===== src/rtl/hazard_pkg.sv =====
// ============================================================================
// hazard_pkg : shared types, latency classes and clamp helper for the hazard
//              scoreboard.                                   Revision: 1.0
// ============================================================================
`default_nettype none

package hazard_pkg;

  localparam int HZ_NUM_REGS = 32;
  localparam int HZ_MAX_LAT  = 7;
  localparam int HZ_REG_AW   = $clog2(HZ_NUM_REGS);
  localparam int HZ_LAT_W    = $clog2(HZ_MAX_LAT + 1);

  typedef logic [HZ_REG_AW-1:0] reg_idx_t;
  typedef logic [HZ_LAT_W-1:0]  lat_t;

  localparam lat_t LAT_ALU  = lat_t'(0);
  localparam lat_t LAT_LOAD = lat_t'(1);
  localparam lat_t LAT_MUL  = lat_t'(3);

  function automatic int lat_sat(input int lat, input int max_lat);
    return (lat > max_lat) ? max_lat : lat;
  endfunction

endpackage

`default_nettype wire


===== src/rtl/hazard_sb_entry.sv =====
// ============================================================================
// hazard_sb_entry : one per-register latency counter (load, gated decrement).
//                                                            Revision: 1.0
// ============================================================================
`default_nettype none

module hazard_sb_entry
  import hazard_pkg::*;
#(
  parameter int LAT_W = HZ_LAT_W
) (
  input  logic             clk,
  input  logic             rst_n,
  input  logic             load_i,
  input  logic [LAT_W-1:0] load_val_i,
  output logic [LAT_W-1:0] cnt_o,
  output logic             is_zero_o
);

  logic [LAT_W-1:0] cnt_q;
  logic [LAT_W-1:0] cnt_d;

  // A new issue to this register replaces whatever is left of the old count.
  always_comb begin
    cnt_d = cnt_q;
    if (load_i) begin
      cnt_d = load_val_i;
    end else if (cnt_q != '0) begin
      cnt_d = cnt_q - LAT_W'(1);
    end
  end

  always_ff @(posedge clk or negedge rst_n) begin
    if (!rst_n) begin
      cnt_q <= '0;
    end else begin
      cnt_q <= cnt_d;
    end
  end

  assign cnt_o     = cnt_q;
  assign is_zero_o = (cnt_q == '0);

endmodule

`default_nettype wire


===== src/rtl/hazard_scoreboard.sv =====
// ============================================================================
// hazard_scoreboard : per-register latency scoreboard driving IF/ID stall and
//                     flush. Optional macro HAZARD_PERF_EN adds perf counters.
//                                                            Revision: 1.0
// ============================================================================
`default_nettype none

module hazard_scoreboard
  import hazard_pkg::*;
#(
  parameter int NUM_REGS = HZ_NUM_REGS,
  parameter int REG_AW   = $clog2(NUM_REGS),
  parameter int MAX_LAT  = HZ_MAX_LAT,
  parameter int LAT_W    = $clog2(MAX_LAT + 1)
) (
  input  logic                clk,
  input  logic                rst_n,
  input  logic [REG_AW-1:0]   rs1_id,
  input  logic [REG_AW-1:0]   rs2_id,
  input  logic                rs1_used_id,
  input  logic                rs2_used_id,
  input  logic                valid_id,
  input  logic [REG_AW-1:0]   rd_id,
  input  logic                rd_wen_id,
  input  logic [LAT_W-1:0]    lat_id,
  input  logic                redirect_ex,
  output logic                stall_if,
  output logic                stall_id,
  output logic                flush_id,
  output logic                flush_ex,
`ifdef HAZARD_PERF_EN
  output logic [31:0]         perf_stall_cnt,
  output logic [31:0]         perf_flush_cnt,
`endif
  output logic [NUM_REGS-1:0] busy_vec
);

  logic [LAT_W-1:0]                lat_eff;
  logic [NUM_REGS-1:0][LAT_W-1:0]  cnt;
  logic [NUM_REGS-1:0]             nz;
  logic                            raw_hz;
  logic                            waw_hz;
  logic                            hazard;
  logic                            issue;

  assign lat_eff = LAT_W'(lat_sat(32'(lat_id), MAX_LAT));

  assign cnt[0] = '0;
  assign nz[0]  = 1'b0;

  generate
    for (genvar r = 1; r < NUM_REGS; r++) begin : g_entry
      logic zero_r;
      hazard_sb_entry #(
        .LAT_W (LAT_W)
      ) u_entry (
        .clk        (clk),
        .rst_n      (rst_n),
        .load_i     (issue & rd_wen_id & (rd_id == REG_AW'(r))),
        .load_val_i (lat_eff),
        .cnt_o      (cnt[r]),
        .is_zero_o  (zero_r)
      );
      assign nz[r] = ~zero_r;
    end
  endgenerate

  assign raw_hz = valid_id & ((rs1_used_id & nz[rs1_id]) | (rs2_used_id & nz[rs2_id]));
  // WAW only matters if the older write would land after the newer one.
  assign waw_hz = valid_id & rd_wen_id & (rd_id != '0) & (cnt[rd_id] > lat_eff);
  assign hazard = raw_hz | waw_hz;
  assign issue  = valid_id & ~hazard & ~redirect_ex;

  always_comb begin
    stall_if = 1'b0;
    stall_id = 1'b0;
    flush_id = 1'b0;
    flush_ex = 1'b0;
    if (rst_n) begin
      if (redirect_ex) begin
        flush_id = 1'b1;
        flush_ex = 1'b1;
      end else if (hazard) begin
        stall_if = 1'b1;
        stall_id = 1'b1;
        flush_ex = 1'b1;
      end
    end
  end

  assign busy_vec = rst_n ? nz : '0;

`ifdef HAZARD_PERF_EN
  logic [31:0] perf_stall_q;
  logic [31:0] perf_flush_q;

  always_ff @(posedge clk or negedge rst_n) begin
    if (!rst_n) begin
      perf_stall_q <= '0;
      perf_flush_q <= '0;
    end else begin
      if (hazard && !redirect_ex && (perf_stall_q != '1)) begin
        perf_stall_q <= perf_stall_q + 32'd1;
      end
      if (redirect_ex && (perf_flush_q != '1)) begin
        perf_flush_q <= perf_flush_q + 32'd1;
      end
    end
  end

  assign perf_stall_cnt = perf_stall_q;
  assign perf_flush_cnt = perf_flush_q;
`endif

endmodule

`default_nettype wire


===== config.mk =====
export PLATFORM = sky130hd
export DESIGN_NAME = hazard_scoreboard
export DESIGN_NICKNAME = d
export VERILOG_FILES = /design/src/rtl/hazard_pkg.sv /design/src/rtl/hazard_sb_entry.sv /design/src/rtl/hazard_scoreboard.sv
export SDC_FILE = /design/constraint.sdc
export NUM_CORES = 1
export LEC_CHECK = 0
export ABC_AREA = 1
export ABC_CLOCK_PERIOD_IN_PS = 11880
export BUFFER_PORTS_ARGS = -buffer_cell sky130_fd_sc_hd__buf_2
export CAP_MARGIN = 10
export CORE_MARGIN = 4
export CORE_UTILIZATION = 67
export DETAILED_ROUTE_END_ITERATION = 12
export GPL_ROUTABILITY_DRIVEN = 0
export PLACE_DENSITY = 0.94
export SYNTH_ARGS = -nofsm -noshare
export SYNTH_HDL_FRONTEND = slang
export SYNTH_SLANG_ARGS = --single-unit

===== constraint.sdc =====
create_clock -name clk -period 11.88 [get_ports clk]
set_input_delay 2.97 -clock clk [delete_from_list [all_inputs] [get_ports clk]]
set_output_delay 2.97 -clock clk [all_outputs]
set_load 0.02 [all_outputs]

==> flow_summary_export.csv, run 1 <==
group,metric,value,unit
run_status,status,"complete, no violations",
clock_network,cts_root_buf,"clkbuf_16",
synth,synth_compound_area_share,9.67,%
worst_setup_path,r2r_setup_slack,7.36,ns
power_and_ir_drop,p_int,1180,uW
synth,synth_xor_area_share,4.76,%
floorplanning,initial_utilization,69.5,%
synth,seq_area_frac_synth,27.5,%
final_layout,syn_to_final_growth,6.14,%
routing,first_pass_iters,8,
sta,fmax,0.104,GHz
run,max-cap-violations,0,
clock_network,worstSkewPairLatency,0.36,ns
worst_setup_path,cp_max_fo,34,
clock_network,ctsHoldBuffers,0,
synth,synth_top_family_by_area,"simple AND/OR/NAND/NOR gates",
global_routing,antenna_found_initial,0,
min_path,hp-class,"register to register",
clock_network,cts_tree,"done",
worst_setup_path,cp-end-kind,"primary output",
routing,wl_per_cell,18.4,um
sta,drv_slew,0,
placed_design,numPlacedInstances,1450,
final_layout,nets,1383,
clock_network,cts_sinks,93,
power_and_ir_drop,p_per_area,258,mW/mm2
power_and_ir_drop,combPwrFrac,61.6,%
global_routing,grt_max_degree,73,
clock_network,htreeDepth,3,
synth,async_reset_ff_share,100,%
worst_setup_path,startpoint_type,"input pin",
worst_setup_path,r2r_cells,16,
sta,final.setup.tns,0,ns
placed_design,placed_area,0.00870,mm2
synth,synth_top_area_share,27.5,%
worst_setup_path,r2r_end,"g_entry[27].u_entry.cnt_o[1]$_DFFE_PN0P_",
synth,syn_inst,1280,
worst_setup_path,worstPathArrival,6.63,ns
synth,synth.net_count,1370,
power_and_ir_drop,sw_frac_of_total,49.0,%
synth,synth_top_cell_by_area,"dfrtp_1",
global_routing,grt.total_usage,37.0,%
sta,setup_ws,2.28,ns
synth,synth-seq-cells,93,
routing,drtIter0Drc,1682,
sta,rsz0062_at_grt,"false",
floorplanning,dieArea,0.0145,mm2
synth,syn_avg_cell_area,6.61,um2
sta,period_minus_slack,9.60,ns
synth,synth-main-ff-cell,"dfrtp_1",
sta,relSlewSlack,29.9,%
min_path,min_delay_path_depth,2,
placed_design,port-buffer-count,59,
power_and_ir_drop,ir_drop,152,uV
floorplanning,die_h,120,um
worst_setup_path,timing.rr.start,"g_entry[15].u_entry.cnt_o[1]$_DFFE_PN0P_",
floorplanning,coreArea,0.0122,mm2
placed_design,pre_cts_slack,2.56,ns
global_routing,grt_pass1_wl,42200,um
synth,muxShareOfSynthArea,0.533,%
global_routing,grt_pass1_vias,8295,
synth,ys_top_cells_by_area,"dfrtp_1 28%, nand2_1 14%, inv_1 9.6%, ha_1 9.6%, nand3_1 6.6%",
sta,worstMarginPinSlew,1.04,ns
sta,finalHoldViolations,0,
min_path,min_from,"g_entry[5].u_entry.cnt_o[1]$_DFFE_PN0P_",
power_and_ir_drop,pwr-share-clk,12.4,%
synth,syn_area,0.00846,mm2
routing,viasPerCell,6.23,
routing,vias,9132,
sta,hold_ws,0.517,ns
worst_setup_path,crit_required,8.91,ns
synth,yosys_warnings,0,
sta,setup_viol_count_final,0,
clock_network,cts_resized,0,
synth,yosys.area_share.simple,34.2,%
floorplanning,pin_count,61,
synth,yosysUniqueCellTypes,33,
clock_network,clkTransAtPathRegs,0.06,ns
synth,synthAdderAreaFrac,9.62,%
floorplanning,chipWidth,120,um
power_and_ir_drop,p_leak,0.00502,uW
routing,finalWirelength,27000,um
floorplanning,rows,40,
min_path,hold_end,"g_entry[5].u_entry.cnt_o[1]$_DFFE_PN0P_",
sta,timing.final.crit_share,80.8,%
final_layout,largest_reg_flops,93,
sta,finalClockSkew,0.00712,ns
synth,synth_edf_count,0,
routing,drc,0,
final_layout,final_layout_size_suffix_gt1_share,8.87,%
clock_network,clockBufferDepth,2,
clock_network,cts_setup_buffers,0,
worst_setup_path,path_class,"input pin to primary output",
final_layout,final_cells,1466,
power_and_ir_drop,p_sw,1140,uW
placed_design,dp_hpwl,18600,um
routing,antenna_left,0,
global_routing,grt_overflow_total,0,
power_and_ir_drop,p_seq_share,26.0,%
clock_network,cts_made_buffers,9,
final_layout,design_area,0.00898,mm2
-- metal layers --
metal | part of all wire [%] | wire length [um] | track usage [%]
met5 | 0 | 0 | 0
met4 | 7.2 | 1930 | 21.0
met3 | 13 | 3540 | 10.2
met2 | 44 | 11900 | 58.2
met1 | 36 | 9660 | 45.9
-- layout make-up --
cell class | count | area, um2
Clock inverter | 1 | 5.00
Timing Repair Buffer | 65 | 345
Fill cell | 957 | 3180
Sequential cell | 93 | 2330
Clock buffer | 14 | 274
Antenna cell | 1 | 2.50
Multi-Input combinational cell | 902 | 4980
Tap cell | 168 | 210
Inverter | 222 | 833
-- how the worst max path moves through the flow --
| stage | cells after the start | slack (ns) | endpoint | from |
|---|---|---|---|---|
| 3_3_place_gp | 11 | 2.57 | stall_id | rd_id[4] |
| 3_5_place_dp | 11 | 2.56 | stall_id | rd_id[4] |
| 4_1_cts | 11 | 2.52 | stall_id | rd_id[4] |
| 2_1_floorplan | 16 | 3.25 | stall_if | rd_id[0] |
| 5_1_grt | 11 | 2.13 | stall_id | rd_id[4] |
| 6_report | 11 | 2.28 | stall_id | rd_id[4] |
-- through the flow --
step           util (%)  total power, uW
3_3_place_gp       71.5             1910
3_5_place_dp       71.5             1970
2_1_floorplan         -             1640
4_1_cts            73.8             2280
5_1_grt            73.8             2540
6_report           73.8             2310
-- Yosys cell counts (8+ instances only) --
| master | number |
|---|---|
| buf_4 | 15 |
| xor2_1 | 41 |
| a21o_1 | 8 |
| a21oi_1 | 27 |
| inv_1 | 217 |
| ha_1 | 65 |
| nand2_1 | 324 |
| nand3_1 | 111 |
| nand4_1 | 85 |
| or2_2 | 12 |
| clkbuf_1 | 36 |
| dfrtp_1 | 93 |
| nand3_2 | 12 |
| o22ai_1 | 38 |
| o21ai_0 | 55 |
| nor2_1 | 88 |
-- power groups by stage --
stage	Clock, uW	Combinational, uW	Sequential [uW]
after floorplan	0	1070	571
after global placement	0	1310	595
after detailed placement	0	1370	600
after CTS	286	1390	597
after global routing	301	1620	617
final	286	1430	602
-- critical path, cell delays in order --
cell	delay, ns
buf_2	0.49
clkinv_1	1.03
nor2_1	0.36
a31oi_1	0.08
ha_1	0.34
nand2_1	0.05
o21ai_0	0.15
o2111ai_1	0.20
a21boi_0	0.21
nor3_1	0.45
buf_2	0.27
-- cells in the final DEF, fill, tap and decap left out, types with 2 or more instances in the layout --
master and count:
nand3_2 12, nor2_1 88, or2_2 12, buf_4 8
nor2_2 5, clkbuf_16 9, buf_2 57, a221oi_1 3
inv_2 3, xor2_1 41, xnor2_1 5, o21ai_1 4
mux2_2 4, nand3_1 111, o22ai_1 38, clkbuf_8 3
clkinv_1 2, a21oi_1 27, inv_1 217, a21o_1 8
o221ai_1 3, dfrtp_1 93, clkbuf_1 2, ha_1 65
nand2_1 324, a31oi_1 2, nor3_1 5, nand4_1 85
o21ai_0 55
-- kinds of logic after synthesis --
family,after synthesis
simple gates,643
buf+inv,285
compound gates,143
flops,93
fa+ha+maj,65
xor+xnor,46
mux,4
other cells,1
Note: power is estimated with default switching activity, not from simulation.
==> run 2, diff against run 1 <==
ABC_CLOCK_PERIOD_IN_PS = 9280   (was 11880)
CORE_UTILIZATION = 62   (was 67)
PLACE_DENSITY = 0.89   (was 0.94)
clock period = 9.28 ns   (was 11.88 ns; I/O delays follow)
==> flow_summary_export.csv, run 2 (synthesis results as in run 1) <==
group,metric,value,unit
min_path,hp-class,"register to register",
final_layout,antennaDiodeCount,0,
routing,antenna_left,0,
global_routing,grt_max_degree,75,
final_layout,utilization,67.7,%
power_and_ir_drop,p_leak,0.00503,uW
routing,wl_per_cell,17.9,um
clock_network,htreeDepth,3,
sta,setup_viol_count_final,0,
floorplanning,die_h,125,um
clock_network,cts_root_buf,"clkbuf_16",
clock_network,cts_sinks,93,
power_and_ir_drop,ir_drop,215,uV
routing,first_pass_iters,6,
sta,hold_ws,0.511,ns
sta,worstMarginPinSlew,0.943,ns
placed_design,placed_area,0.00873,mm2
routing,drtIter0Drc,1553,
final_layout,mostFrequentLayoutCells,"324 x nand2_1, 217 x inv_1, 111 x nand3_1, 93 x dfrtp_1, 88 x nor2_1",
sta,finalClockSkew,0.00779,ns
clock_network,cts_resized,0,
final_layout,nets,1384,
sta,rsz0062_at_grt,"false",
clock_network,cts_made_buffers,9,
clock_network,clockBufferDepth,2,
global_routing,antenna_found_initial,0,
sta,finalHoldViolations,0,
clock_network,cts_setup_buffers,0,
final_layout,syn_to_final_growth,6.46,%
worst_setup_path,crit_required,6.96,ns
sta,drv_slew,0,
global_routing,grt_pass1_vias,8311,
final_layout,final_common_cell,"nand2_1",
final_layout,largest_reg_flops,93,
clock_network,cts_tree,"done",
floorplanning,initial_utilization,63.6,%
worst_setup_path,startpoint_type,"input pin",
routing,finalWirelength,26300,um
run,max-cap-violations,0,
global_routing,grt_pass1_wl,42600,um
placed_design,dp_hpwl,18600,um
global_routing,grt.total_usage,33.9,%
worst_setup_path,cp-end-kind,"primary output",
floorplanning,chipWidth,125,um
clock_network,clkTransAtPathRegs,0.06,ns
power_and_ir_drop,p_per_area,327,mW/mm2
clock_network,worstSkewPairLatency,0.36,ns
sta,final.setup.tns,0,ns
sta,relSlewSlack,37.0,%
sta,fmax,0.130,GHz
clock_network,ctsHoldBuffers,0,
routing,vias,8930,
sta,timing.final.crit_share,83.1,%
final_layout,final_layout_size_suffix_gt1_share,8.94,%
routing,drc,0,
routing,wl_met1,9580,um
worst_setup_path,path_class,"input pin to primary output",
floorplanning,coreArea,0.0133,mm2
global_routing,grt_overflow_total,0,
routing,top_layer,"met4",
floorplanning,dieArea,0.0156,mm2
floorplanning,rows,42,
placed_design,port-buffer-count,59,
sta,period_minus_slack,7.71,ns
routing,viasPerCell,6.06,
final_layout,design_area,0.00900,mm2
routing,route.met2.wl,11600,um
run_status,status,"complete, no violations",
worst_setup_path,cp_max_fo,26,
floorplanning,pin_count,61,
routing,dr_wl_met3,3350,um
worst_setup_path,worstPathArrival,5.39,ns
run 2: cell types whose count changed in the layout (fill, tap and decap cells not counted), sizes merged:
cell / delta
buf: +1
diode: -1
run 2: worst paths after layout:
| path | from | end | slack, ns | depth (start not counted) |
|---|---|---|---|---|
| min | g_entry[30].u_entry.cnt_o[1]$_DFFE_PN0P_ | g_entry[30].u_entry.cnt_o[1]$_DFFE_PN0P_ | 0.51 | 2 |
| min in group asynchronous | rst_n | g_entry[17].u_entry.cnt_o[1]$_DFFE_PN0P_ | 1.98 | 1 |
| max reg2reg | g_entry[15].u_entry.cnt_o[1]$_DFFE_PN0P_ | g_entry[27].u_entry.cnt_o[1]$_DFFE_PN0P_ | 5.48 | 16 |
| max in group asynchronous | rst_n | g_entry[24].u_entry.cnt_o[0]$_DFFE_PN0P_ | 6.18 | 2 |
| max | rd_id[0] | stall_id | 1.57 | 15 |
| min reg2reg | g_entry[30].u_entry.cnt_o[1]$_DFFE_PN0P_ | g_entry[30].u_entry.cnt_o[1]$_DFFE_PN0P_ | 0.51 | 2 |
run 2: report_power, final:
group	internal, uW	switching (uW)	total [uW]
clock	202	163	366
sequential	635	136	771
combinational	674	1130	1800
total	1510	1430	2940
run 2: cell type report:
type | instances | area, um2
sequential | 93 | 2330
clock buffer | 14 | 274
inverter | 222 | 833
tap | 176 | 220
timing repair buffer | 66 | 365
fill | 1123 | 4290
clock inverter | 1 | 5.00
multi-input combinational | 902 | 4980
run 2: critical path: stages:
cell       delay (ns)
buf_2            0.10
inv_1            0.07
nand2_1          0.67
o22ai_1          0.14
a221oi_1         0.24
o21ai_0          0.12
a221oi_1         0.25
a31oi_1          0.13
ha_1             0.31
nand2_1          0.04
o21ai_0          0.15
o2111ai_1        0.22
a21boi_0         0.23
nor3_1           0.18
buf_2            0.20
run 2: through the flow:
step	std cells	power [uW]	setup slack (ns)
6_report	1474	2940	1.57
5_1_grt	1474	3240	1.24
4_1_cts	1474	2900	1.67
3_5_place_dp	1459	2520	1.67
3_3_place_gp	1459	2460	1.76
2_1_floorplan	1280	2100	1.95
run 2: routing by layer:
| layer | vias to the layer above | GRT usage (%) |
|---|---|---|
| met5 | - | 0 |
| met4 | 0 | 21.0 |
| met3 | 174 | 7.72 |
| met2 | 646 | 52.2 |
| met1 | 3956 | 43.0 |
| li1 | 4154 | - |
